`src/rtl/xram_arbiter.sv`:
```
// ============================================================================
// Module      : xram_arbiter
// Description : Two-port (A priority, B starvation-protected) arbiter for a
//               single-port-pair 64 KiB x 8 XDATA RAM with read-return routing.
// Revision    : 1.0 - initial release
// ============================================================================
`default_nettype none

module xram_arbiter #(
    parameter int STARVE_MAX = 4
) (
    input  logic        clk,
    input  logic        rst,

    input  logic        a_req,
    input  logic        a_we,
    input  logic [15:0] a_addr,
    input  logic [7:0]  a_wdata,
    output logic        a_gnt,
    output logic        a_rvalid,
    output logic [7:0]  a_rdata,

    input  logic        b_req,
    input  logic        b_we,
    input  logic [15:0] b_addr,
    input  logic [7:0]  b_wdata,
    output logic        b_gnt,
    output logic        b_rvalid,
    output logic [7:0]  b_rdata,

    output logic        ram_rd_en,
    output logic [15:0] ram_rd_addr,
    input  logic [7:0]  ram_rd_data,
    output logic        ram_wr_en,
    output logic [15:0] ram_wr_addr,
    output logic [7:0]  ram_wr_data
);

    localparam logic [7:0] c_STARVE_MAX = 8'(STARVE_MAX);

    logic [7:0]  r_starve_cnt;
    logic        r_rd_en;
    logic        r_wr_en;
    logic [15:0] r_rd_addr;
    logic [15:0] r_wr_addr;
    logic [7:0]  r_wr_data;
    logic        r_rd_port;
    logic        r_ret_valid;
    logic        r_ret_port;
    logic [7:0]  r_a_rdata;
    logic [7:0]  r_b_rdata;

    logic        w_b_wins;
    logic        w_a_gnt;
    logic        w_b_gnt;
    logic        w_sel_we;
    logic [15:0] w_sel_addr;
    logic [7:0]  w_sel_wdata;
    logic        w_a_rvalid;
    logic        w_b_rvalid;

    // B wins when alone or once it has been denied STARVE_MAX times in a row
    assign w_b_wins = b_req & (~a_req | (r_starve_cnt == c_STARVE_MAX));
    assign w_b_gnt  = ~rst & w_b_wins;
    assign w_a_gnt  = ~rst & a_req & ~w_b_wins;

    assign w_sel_we    = w_b_gnt ? b_we    : a_we;
    assign w_sel_addr  = w_b_gnt ? b_addr  : a_addr;
    assign w_sel_wdata = w_b_gnt ? b_wdata : a_wdata;

    always_ff @(posedge clk or posedge rst) begin
        if (rst) begin
            r_starve_cnt <= 8'd0;
        end else if (w_b_gnt) begin
            r_starve_cnt <= 8'd0;
        end else if (b_req && (r_starve_cnt != c_STARVE_MAX)) begin
            r_starve_cnt <= r_starve_cnt + 8'd1;
        end
    end

    // Command stage: address/data registers only move when their strobe fires
    always_ff @(posedge clk or posedge rst) begin
        if (rst) begin
            r_rd_en   <= 1'b0;
            r_wr_en   <= 1'b0;
            r_rd_addr <= 16'd0;
            r_wr_addr <= 16'd0;
            r_wr_data <= 8'd0;
            r_rd_port <= 1'b0;
        end else begin
            r_rd_en <= (w_a_gnt | w_b_gnt) & ~w_sel_we;
            r_wr_en <= (w_a_gnt | w_b_gnt) &  w_sel_we;
            if ((w_a_gnt | w_b_gnt) && !w_sel_we) begin
                r_rd_addr <= w_sel_addr;
                r_rd_port <= w_b_gnt;
            end
            if ((w_a_gnt | w_b_gnt) && w_sel_we) begin
                r_wr_addr <= w_sel_addr;
                r_wr_data <= w_sel_wdata;
            end
        end
    end

    // Read-return stage: owner tag follows the read by one cycle
    always_ff @(posedge clk or posedge rst) begin
        if (rst) begin
            r_ret_valid <= 1'b0;
            r_ret_port  <= 1'b0;
        end else begin
            r_ret_valid <= r_rd_en;
            r_ret_port  <= r_rd_port;
        end
    end

    assign w_a_rvalid = r_ret_valid & ~r_ret_port;
    assign w_b_rvalid = r_ret_valid &  r_ret_port;

    // Hold registers keep each port's last returned byte between its reads
    always_ff @(posedge clk or posedge rst) begin
        if (rst) begin
            r_a_rdata <= 8'd0;
            r_b_rdata <= 8'd0;
        end else begin
            if (w_a_rvalid) begin
                r_a_rdata <= ram_rd_data;
            end
            if (w_b_rvalid) begin
                r_b_rdata <= ram_rd_data;
            end
        end
    end

    assign a_gnt       = w_a_gnt;
    assign b_gnt       = w_b_gnt;
    assign a_rvalid    = w_a_rvalid;
    assign b_rvalid    = w_b_rvalid;
    assign a_rdata     = w_a_rvalid ? ram_rd_data : r_a_rdata;
    assign b_rdata     = w_b_rvalid ? ram_rd_data : r_b_rdata;
    assign ram_rd_en   = r_rd_en;
    assign ram_rd_addr = r_rd_addr;
    assign ram_wr_en   = r_wr_en;
    assign ram_wr_addr = r_wr_addr;
    assign ram_wr_data = r_wr_data;

endmodule

`default_nettype wire

```
`config.mk`:
```
export PLATFORM = sky130hd
export DESIGN_NAME = xram_arbiter
export DESIGN_NICKNAME = d
export VERILOG_FILES = /design/src/rtl/xram_arbiter.sv
export SDC_FILE = /design/constraint.sdc
export NUM_CORES = 1
export LEC_CHECK = 0
export ABC_AREA = 1
export CAP_MARGIN = 0
export CORE_UTILIZATION = 30
export DETAILED_ROUTE_END_ITERATION = 12
export PLACE_DENSITY = 0.59
export RECOVER_POWER = 25
export SLEW_MARGIN = 10
export SYNTH_ARGS = -nofsm -noshare
export SYNTH_HDL_FRONTEND = slang
export SYNTH_SLANG_ARGS = --single-unit
```
`constraint.sdc`:
```
create_clock -name clk -period 5.85 [get_ports clk]
set_clock_uncertainty 0.1 [all_clocks]
set_input_delay 1.17 -clock clk [delete_from_list [all_inputs] [get_ports clk]]
set_output_delay 1.17 -clock clk [all_outputs]
set_load 0.005 [all_outputs]
```
# Word-level counts from Yosys, hierarchy flattened

Cells that the tools add are included.

Output and inout port bits: 62
Word-level logic and storage cells: 41
Bits of input ports: 62
Flip-flop bits (word level): 69

Multiplexer cells: 7
Equal/unequal tests: 2
Reduce and logical (&&, ||, !) cells: 5
Bitwise gates (word level): 15
$add $sub $neg: 1

Operators with widths:

| kind                                                                     | number |
|---|---|
| 8-bit two-way mux                                                        | 5 |
| 16-bit two-way mux                                                       | 1 |
| 8-bit by 1-bit adder with 8-bit output (second input constant)           | 1 |
| 1-bit bitwise AND                                                        | 8 |
| 8-bit by 3-bit equality test with 1-bit output (second input constant)   | 1 |
| 8-bit by 3-bit inequality test with 1-bit output (second input constant) | 1 |
| 1-bit inverter                                                           | 5 |
| 1-bit logical AND                                                        | 3 |
| 1-bit OR                                                                 | 2 |
| 2-bit nonzero test                                                       | 1 |
| 1-bit logical NOT                                                        | 1 |
| 1-bit two-way mux                                                        | 1 |

# Logic depth before layout (Yosys ltp)

Gate-level depths: netlist of the first run.

Depth in word-level cells: 7
Gate-level depth with buffers: 11
Mapped depth without buffers: 9

# Worst setup path before layout of the first run

Ideal clock, no wire load.

Path kind: in2out
Start: input port rst
End: output port a_gnt
Stages on the path: 5
Setup slack: 501 ps
Arrival: 4,079 ps
Path through: inv_1 clkbuf_1 buf_1 nand2_1 a21oi_1

Longest elaborated chain between the ends: 3

Ends and longest elaborated chain:

| element                         | RTL line | source |
|---|---|---|
| from (decl)                     | 13       | `input logic rst,` |
| 1-bit inverter                  | 65       | `assign w_a_gnt = ~rst & a_req & ~w_b_wins;` |
| 1-bit bitwise AND (2 in series) | 65       |  |
| to (decl)                       | 19       | `output logic a_gnt,` |

No other way between the ends.

# Final worst setup path of the first run

Same ends and word-level chain as after synthesis.

==> results by group, run 1 <==
Layout
  – Area occupied by multi-input gates: 0.001346 mm^2
  – Nets: 581
  – Layout area overhead: 46.97%
  – Layout cells sized above 1: 0.05939
  – FF+latch area: 0.001727 mm^2
  – Fillers: 1,054
  – N_diodes: 0

Detailed routing
  – Routed Antenna Nets: 0
  – Via density: 4.664
  – Pre-antenna DRT Iters: 4
  – Initial DRC count: 181
  – # DRC: 0
  – Routed Wire Length: 9.157 mm
  – DR WL/cell: 13.92 um
  – Via count: 3,069

Synth
  – Seq/Total Area, Yosys: 0.5227
  – Synth cell types: 25
  – Share of the synthesized area in the top cell type: 0.5227
  – Mux cell area share after synthesis: 0
  – Post-synthesis simple-gate area fraction: 0.3455
  – Synth area leaders: dfrtp_1 (52%), nand2_1 (18%), nand3_1 (6.8%)
  – Post-Syn Area: 0.003303 mm^2
  – Post-synthesis compound-gate area fraction: 0.04356
  – Yosys warns: 0
  – Async SR Flop Fraction: 1.000
  – Synth Area per Inst: 8.176 um^2
  – Post-Synth Adder-Cell Area: 0.007576
  – Most frequent cell after synthesis: nand2_1
  – Synthesis-stage register bit count: 69
  – Syn Nets: 468
  – Post-Synth XOR/XNOR Area: 0.01061
  – Largest family of logic cells by synthesized area: simple AND/OR/NAND/NOR gates
  – Yosys top cell by area: dfrtp_1
  – Commonest cells in the netlist: nand2_1 (162), dfrtp_1 (69), nand3_1 (45), nand4_1 (26), inv_1 (24)
  – Gate Count Post-Synth: 404
  – Main flop type after synthesis: dfrtp_1
  – Post-synth EDFFs: 0

CTS
  – Post-CTS Hold Buffers: 0
  – Clock-pin slew on the worst setup and hold paths: 0.07 ns
  – CTS resizes: 0
  – H-tree Lvls: 3
  – Clk root buf: clkbuf_8
  – TritonCTS clock tree: yes
  – Total CTS buffers: 9
  – Clk sinks: 69
  – Post-CTS Setup Inserts: 0
  – Clock Latency Late Sink: 0.36 ns
  – CTS max path bufs: 2

Timing
  – Max_slew headroom: 0.4940
  – Final setup margin: 1.760 ns
  – Slew Viols, Final: 0
  – Count of final setup violators: 0
  – Maximum clock frequency: 0.2445 GHz
  – Slew @ Worst Pin: 0.7562 ns
  – RSZ-0062 raised after global routing: no
  – Fin. Hold Viols: 0
  – Minimum clock period: 4.090 ns
  – Setup TNS: 0 ns
  – Final worst path period share: 0.6992

Placement
  – Final GP Congestion: 0.8326
  – Setup WS pre-CTS: 1.804 ns
  – Buffers on Ports: 123
  – DP HPWL: 6.280 mm

Min path
  – Worst hold path class: register to register
  – Cells on Worst Hold Path: 0

Worst setup path
  – Type of origin of the critical path: input pin
  – WS Path Type: input pin to primary output
  – Reg2reg path depth: 10
  – WP data required: 4.58 ns
  – CP Capture Type: primary output
  – CP arrival: 2.82 ns
  – Crit-path max FO: 36

Floorplan
  – Core area: 0.01051 mm^2
  – Die Footprint: 0.01143 mm^2
  – Horiz. Die Dim: 106.9 um
  – Die height: 106.9 um
  – Cell row count: 37
  – I/O Pins: 124
  – Initial core utilization: 0.3143

Global routing
  – Largest net degree at the start of global routing: 64
  – Global-route wire length before repair: 14.93 mm
  – Global route total overflow: 0
  – Total global routing track utilization: 0.1694
  – Number of global-route vias before repair: 2,984
  – Initial antenna violation count: 0

Pwr
  – Clock group share of total power: 0.286
  – Register share of total power: 0.389
  – Logic pwr share: 0.325
  – Int Power: 1.214 mW
  – Worst IR Drop VDD: 134.6 uV
  – Sw frac: 0.2971
  – Leak pwr: 2.372 nW
  – Psw: 0.5132 mW
  – P per Cell Area: 355.8 mW/mm^2

Flow run
  – Max Cap Viol: 0

Outcome
  – Outcome: completed
==> flip-flops by register name, summed over array words and instances (netlist names) <==
name,cells
r_a_rdata,8
r_b_rdata,8
r_rd_port,1
r_ret_port,1
r_ret_valid,1
r_starve_cnt,8
ram_rd_addr,16
ram_rd_en,1
ram_wr_addr,16
ram_wr_data,8
ram_wr_en,1
==> logic make-up (layout without fill, tap and decap cells) <==
group           count (synthesis)  after routing
xor+xnor                        4              4
buf+inv                        49            167
compound gates                 26             26
fa+ha+maj                       2              2
simple gates                  254            254
flops                          69             69
==> final timing paths <==
| check | startpoint | end | slack (ns) |
|---|---|---|---|
| max | rst | a_gnt | 1.76 |
| max in group asynchronous | rst | ram_wr_addr[3]$_DFFE_PP0P_ | 3.36 |
| max reg2reg | r_starve_cnt[0]$_DFFE_PP0P_ | ram_wr_data[3]$_DFFE_PP0P_ | 2.83 |
| min reg2reg | ram_rd_en$_DFF_PP0_ | r_ret_valid$_DFF_PP0_ | 0.27 |
| min | ram_rd_en$_DFF_PP0_ | r_ret_valid$_DFF_PP0_ | 0.27 |
| min in group asynchronous | rst | ram_wr_addr[11]$_DFFE_PP0P_ | 1.20 |
==> cell usage in the layout, fill, tap and decap left out, drive strengths merged <==
| cell type | n |
|---|---|
| nand3b | 4 |
| o21a | 1 |
| nor3 | 3 |
| nand2 | 165 |
| clkdlybuf4s50 | 103 |
| clkinv | 1 |
| buf | 4 |
| nand3 | 49 |
| bufinv | 3 |
| clkbuf | 11 |
| inv | 24 |
| dfrtp | 69 |
| dlygate4sd3 | 20 |
| a21oi | 3 |
| nor2 | 6 |
| nand4 | 26 |
| xor2 | 3 |
| ha | 2 |
| o21ai | 22 |
| or2 | 1 |
| clkinvlp | 1 |
| xnor2 | 1 |
==> critical path: stages <==
cell and delay [ns]:
dlygate4sd3_1 0.58, inv_4 0.33, nand2_1 0.09, a21oi_1 0.13
clkdlybuf4s50_1 0.52
==> stage by stage <==
step / utilization / std cells / hold WS, ns / area (um^2) / power, mW
floorplan: - / 404 / 0.2540 / 3303 / 0.9286
global placement: 0.4374 / 642 / 0.2641 / 4597 / 1.245
detailed placement: 0.4374 / 642 / 0.2642 / 4597 / 1.255
CTS: 0.4620 / 658 / 0.2812 / 4855 / 1.756
global route: 0.4620 / 658 / 0.2902 / 4855 / 1.842
finish: 0.4620 / 658 / 0.2709 / 4855 / 1.727
==> power by group through the flow <==
stage,combinational [mW],sequential (mW),clock (mW)
after floorplan,0.253,0.676,0
after global placement,0.564,0.681,0
after detailed placement,0.574,0.681,0
after CTS,0.576,0.674,0.506
after global routing,0.630,0.689,0.524
final,0.561,0.672,0.494
==> routing by layer <==
layer	up-vias	wire length, um	global-route usage
li1	1548	-	-
met1	1392	4031	0.2123
met2	115	4403	0.2843
met3	14	573	0.04802
met4	0	148	0.04795
met5	-	0	0
==> cell type report <==
type | instances | share of cell area
Sequential cell | 69 | 0.3557
Multi-Input combinational cell | 286 | 0.2773
Timing Repair Buffer | 127 | 0.2598
Tap cell | 136 | 0.03505
Clock buffer | 11 | 0.03119
Clock inverter | 5 | 0.02191
Inverter | 24 | 0.01907
(Power assumes the default switching activity.)
==> inputs of run 2 (changes only) <==
==> constraint.sdc (replaced) <==
create_clock -name clk -period 3.9 [get_ports clk]
set_clock_uncertainty 0.1 [all_clocks]
set_input_delay 0.78 -clock clk [delete_from_list [all_inputs] [get_ports clk]]
set_output_delay 0.78 -clock clk [all_outputs]
set_load 0.005 [all_outputs]
==> run 2 against run 1 <==
Clock-buffer cell count fell by 1. Clock power rose by 6.9%. Power rose by 38%. First-iteration DRC count fell by 24%. Die area did not move. Design area fell by 1.2%. Cell count rose by 0.46%.
==> results by group, run 2 (synthesis gave the netlist of run 1 again) <==
Layout
  – Nets: 584
  – Final Core Density: 0.4564
  – Most frequent cells in the layout: nand2_1 (162), clkdlybuf4s50_1 (105), dfrtp_1 (69), nand3_1 (45), nand4_1 (26)
  – N_diodes: 0
  – Final std cells w/o fill: 661
  – Commonest non-fill, non-tap cell in the layout: nand2_1
  – Layout area overhead: 45.19%
  – Layout cells sized above 1: 0.06476

Detailed routing
  – Initial DRC count: 138
  – Via density: 4.681
  – Pre-antenna DRT Iters: 4
  – # DRC: 0
  – Routed Wire Length: 9.133 mm
  – Routed Antenna Nets: 0
  – Via count: 3,094
  – DR WL/cell: 13.82 um

Worst setup path
  – CP Capture Type: primary output
  – Type of origin of the critical path: register
  – Crit-path max FO: 18
  – WP data required: 3.02 ns
  – CP arrival: 2.41 ns
  – Worst path cell trace: inv_1, ha_1, nand3_2, o21ai_4, buf_4, nand3_2, inv_1, clkdlybuf4s50_1
  – Slowest cell delay on critical path: 0.49 ns
  – Slowest-stage cell, CP: clkdlybuf4s50_1
  – WS Path Type: register to primary output

Pwr
  – P per Cell Area: 497.2 mW/mm^2
  – Leak pwr: 2.346 nW
  – Worst IR Drop VDD: 206.7 uV

Placement
  – Setup WS pre-CTS: 0.6109 ns
  – Final GP Congestion: 0.7703
  – Placed Instances: 645
  – Buffers on Ports: 123
  – DP HPWL: 6.494 mm

Floorplan
  – Initial core utilization: 0.3143
  – I/O Pins: 124
  – Die Footprint: 0.01143 mm^2
  – Die height: 106.9 um
  – Core area: 0.01051 mm^2
  – Cell row count: 37
  – Horiz. Die Dim: 106.9 um

Timing
  – Fin. Hold Viols: 0
  – Minimum clock period: 3.285 ns
  – RSZ-0062 raised after global routing: no
  – Max_slew headroom: 0.5344
  – Final worst path period share: 0.8424
  – Count of final setup violators: 0
  – Worst hold slack: 0.2771 ns
  – Slew @ Worst Pin: 0.6984 ns
  – Setup TNS: 0 ns
  – Maximum clock frequency: 0.3044 GHz
  – Final setup margin: 0.6148 ns
  – Slew Viols, Final: 0

CTS
  – Post-CTS Hold Buffers: 0
  – CTS resizes: 0
  – Clk sinks: 69
  – Clk root buf: clkbuf_8
  – Post-CTS Setup Inserts: 0
  – Total CTS buffers: 9
  – H-tree Lvls: 3
  – Clock Latency Late Sink: 0.35 ns
  – Clock-pin slew on the worst setup and hold paths: 0.08 ns
  – TritonCTS clock tree: yes
  – CTS max path bufs: 2

Flow run
  – Max Cap Viol: 0

Min path
  – Worst hold path class: register to register

Global routing
  – Global route total overflow: 0
  – Number of global-route vias before repair: 3,071
  – Global-route wire length before repair: 14.95 mm
  – Initial antenna violation count: 0
  – Largest net degree at the start of global routing: 60
  – Total global routing track utilization: 0.1674

Outcome
  – Outcome: completed
[run 2: layout make-up]
cell class / count / area [um^2]
multi-input combinational: 286 / 1346
clock buffer: 10 / 137.6
tap: 136 / 170.2
clock inverter: 6 / 38.79
timing repair buffer: 130 / 1284
sequential: 69 / 1727
fill: 1028 / 5713
inverter: 24 / 92.59
[run 2: path summary, 6_finish.rpt]
path | from | to | slack (ns) | cells after the start
hold / removal | ram_rd_en$_DFF_PP0_ | r_ret_valid$_DFF_PP0_ | 0.28 | 0
setup reg to reg | r_starve_cnt[0]$_DFFE_PP0P_ | ram_wr_addr[9]$_DFFE_PP0P_ | 1.02 | 11
hold reg to reg | ram_rd_en$_DFF_PP0_ | r_ret_valid$_DFF_PP0_ | 0.28 | 0
min in group asynchronous | rst | r_starve_cnt[1]$_DFFE_PP0P_ | 0.73 | 2
max in group asynchronous | rst | ram_wr_addr[0]$_DFFE_PP0P_ | 1.67 | 4
setup / recovery | r_starve_cnt[0]$_DFFE_PP0P_ | b_gnt | 0.61 | 8
[run 2: critical path, delay by kind of cell (launching register included)]
family	cells	cell delay, ns
flip-flops	1	0.39
buffers and inverters	4	0.98
AO/OA/AOI/OAI	1	0.30
AND/OR/NAND/NOR	2	0.20
adder cells (fa/ha/maj)	1	0.19
[run 2: metrics by stage]
step,cell area [um^2],total power [mW]
4_1_cts,4796,2.425
2_1_floorplan,3311,1.393
5_1_grt,4796,2.557
3_3_place_gp,4619,1.870
3_5_place_dp,4619,1.886
6_report,4796,2.384
[run 2: power breakdown]
part	internal, mW	switching [mW]	total (mW)
clock network	0.245	0.283	0.528
registers	0.910	0.102	1.01
logic	0.456	0.388	0.844
[run 2: layer usage]
layer | vias up | part of all wire | global-route usage
met2 | 111 | 0.47 | 0.2797
li1 | 1547 | - | -
met5 | - | 0 | 0
met1 | 1428 | 0.44 | 0.2049
met3 | 8 | 0.078 | 0.05593
met4 | 0 | 0.011 | 0.04795
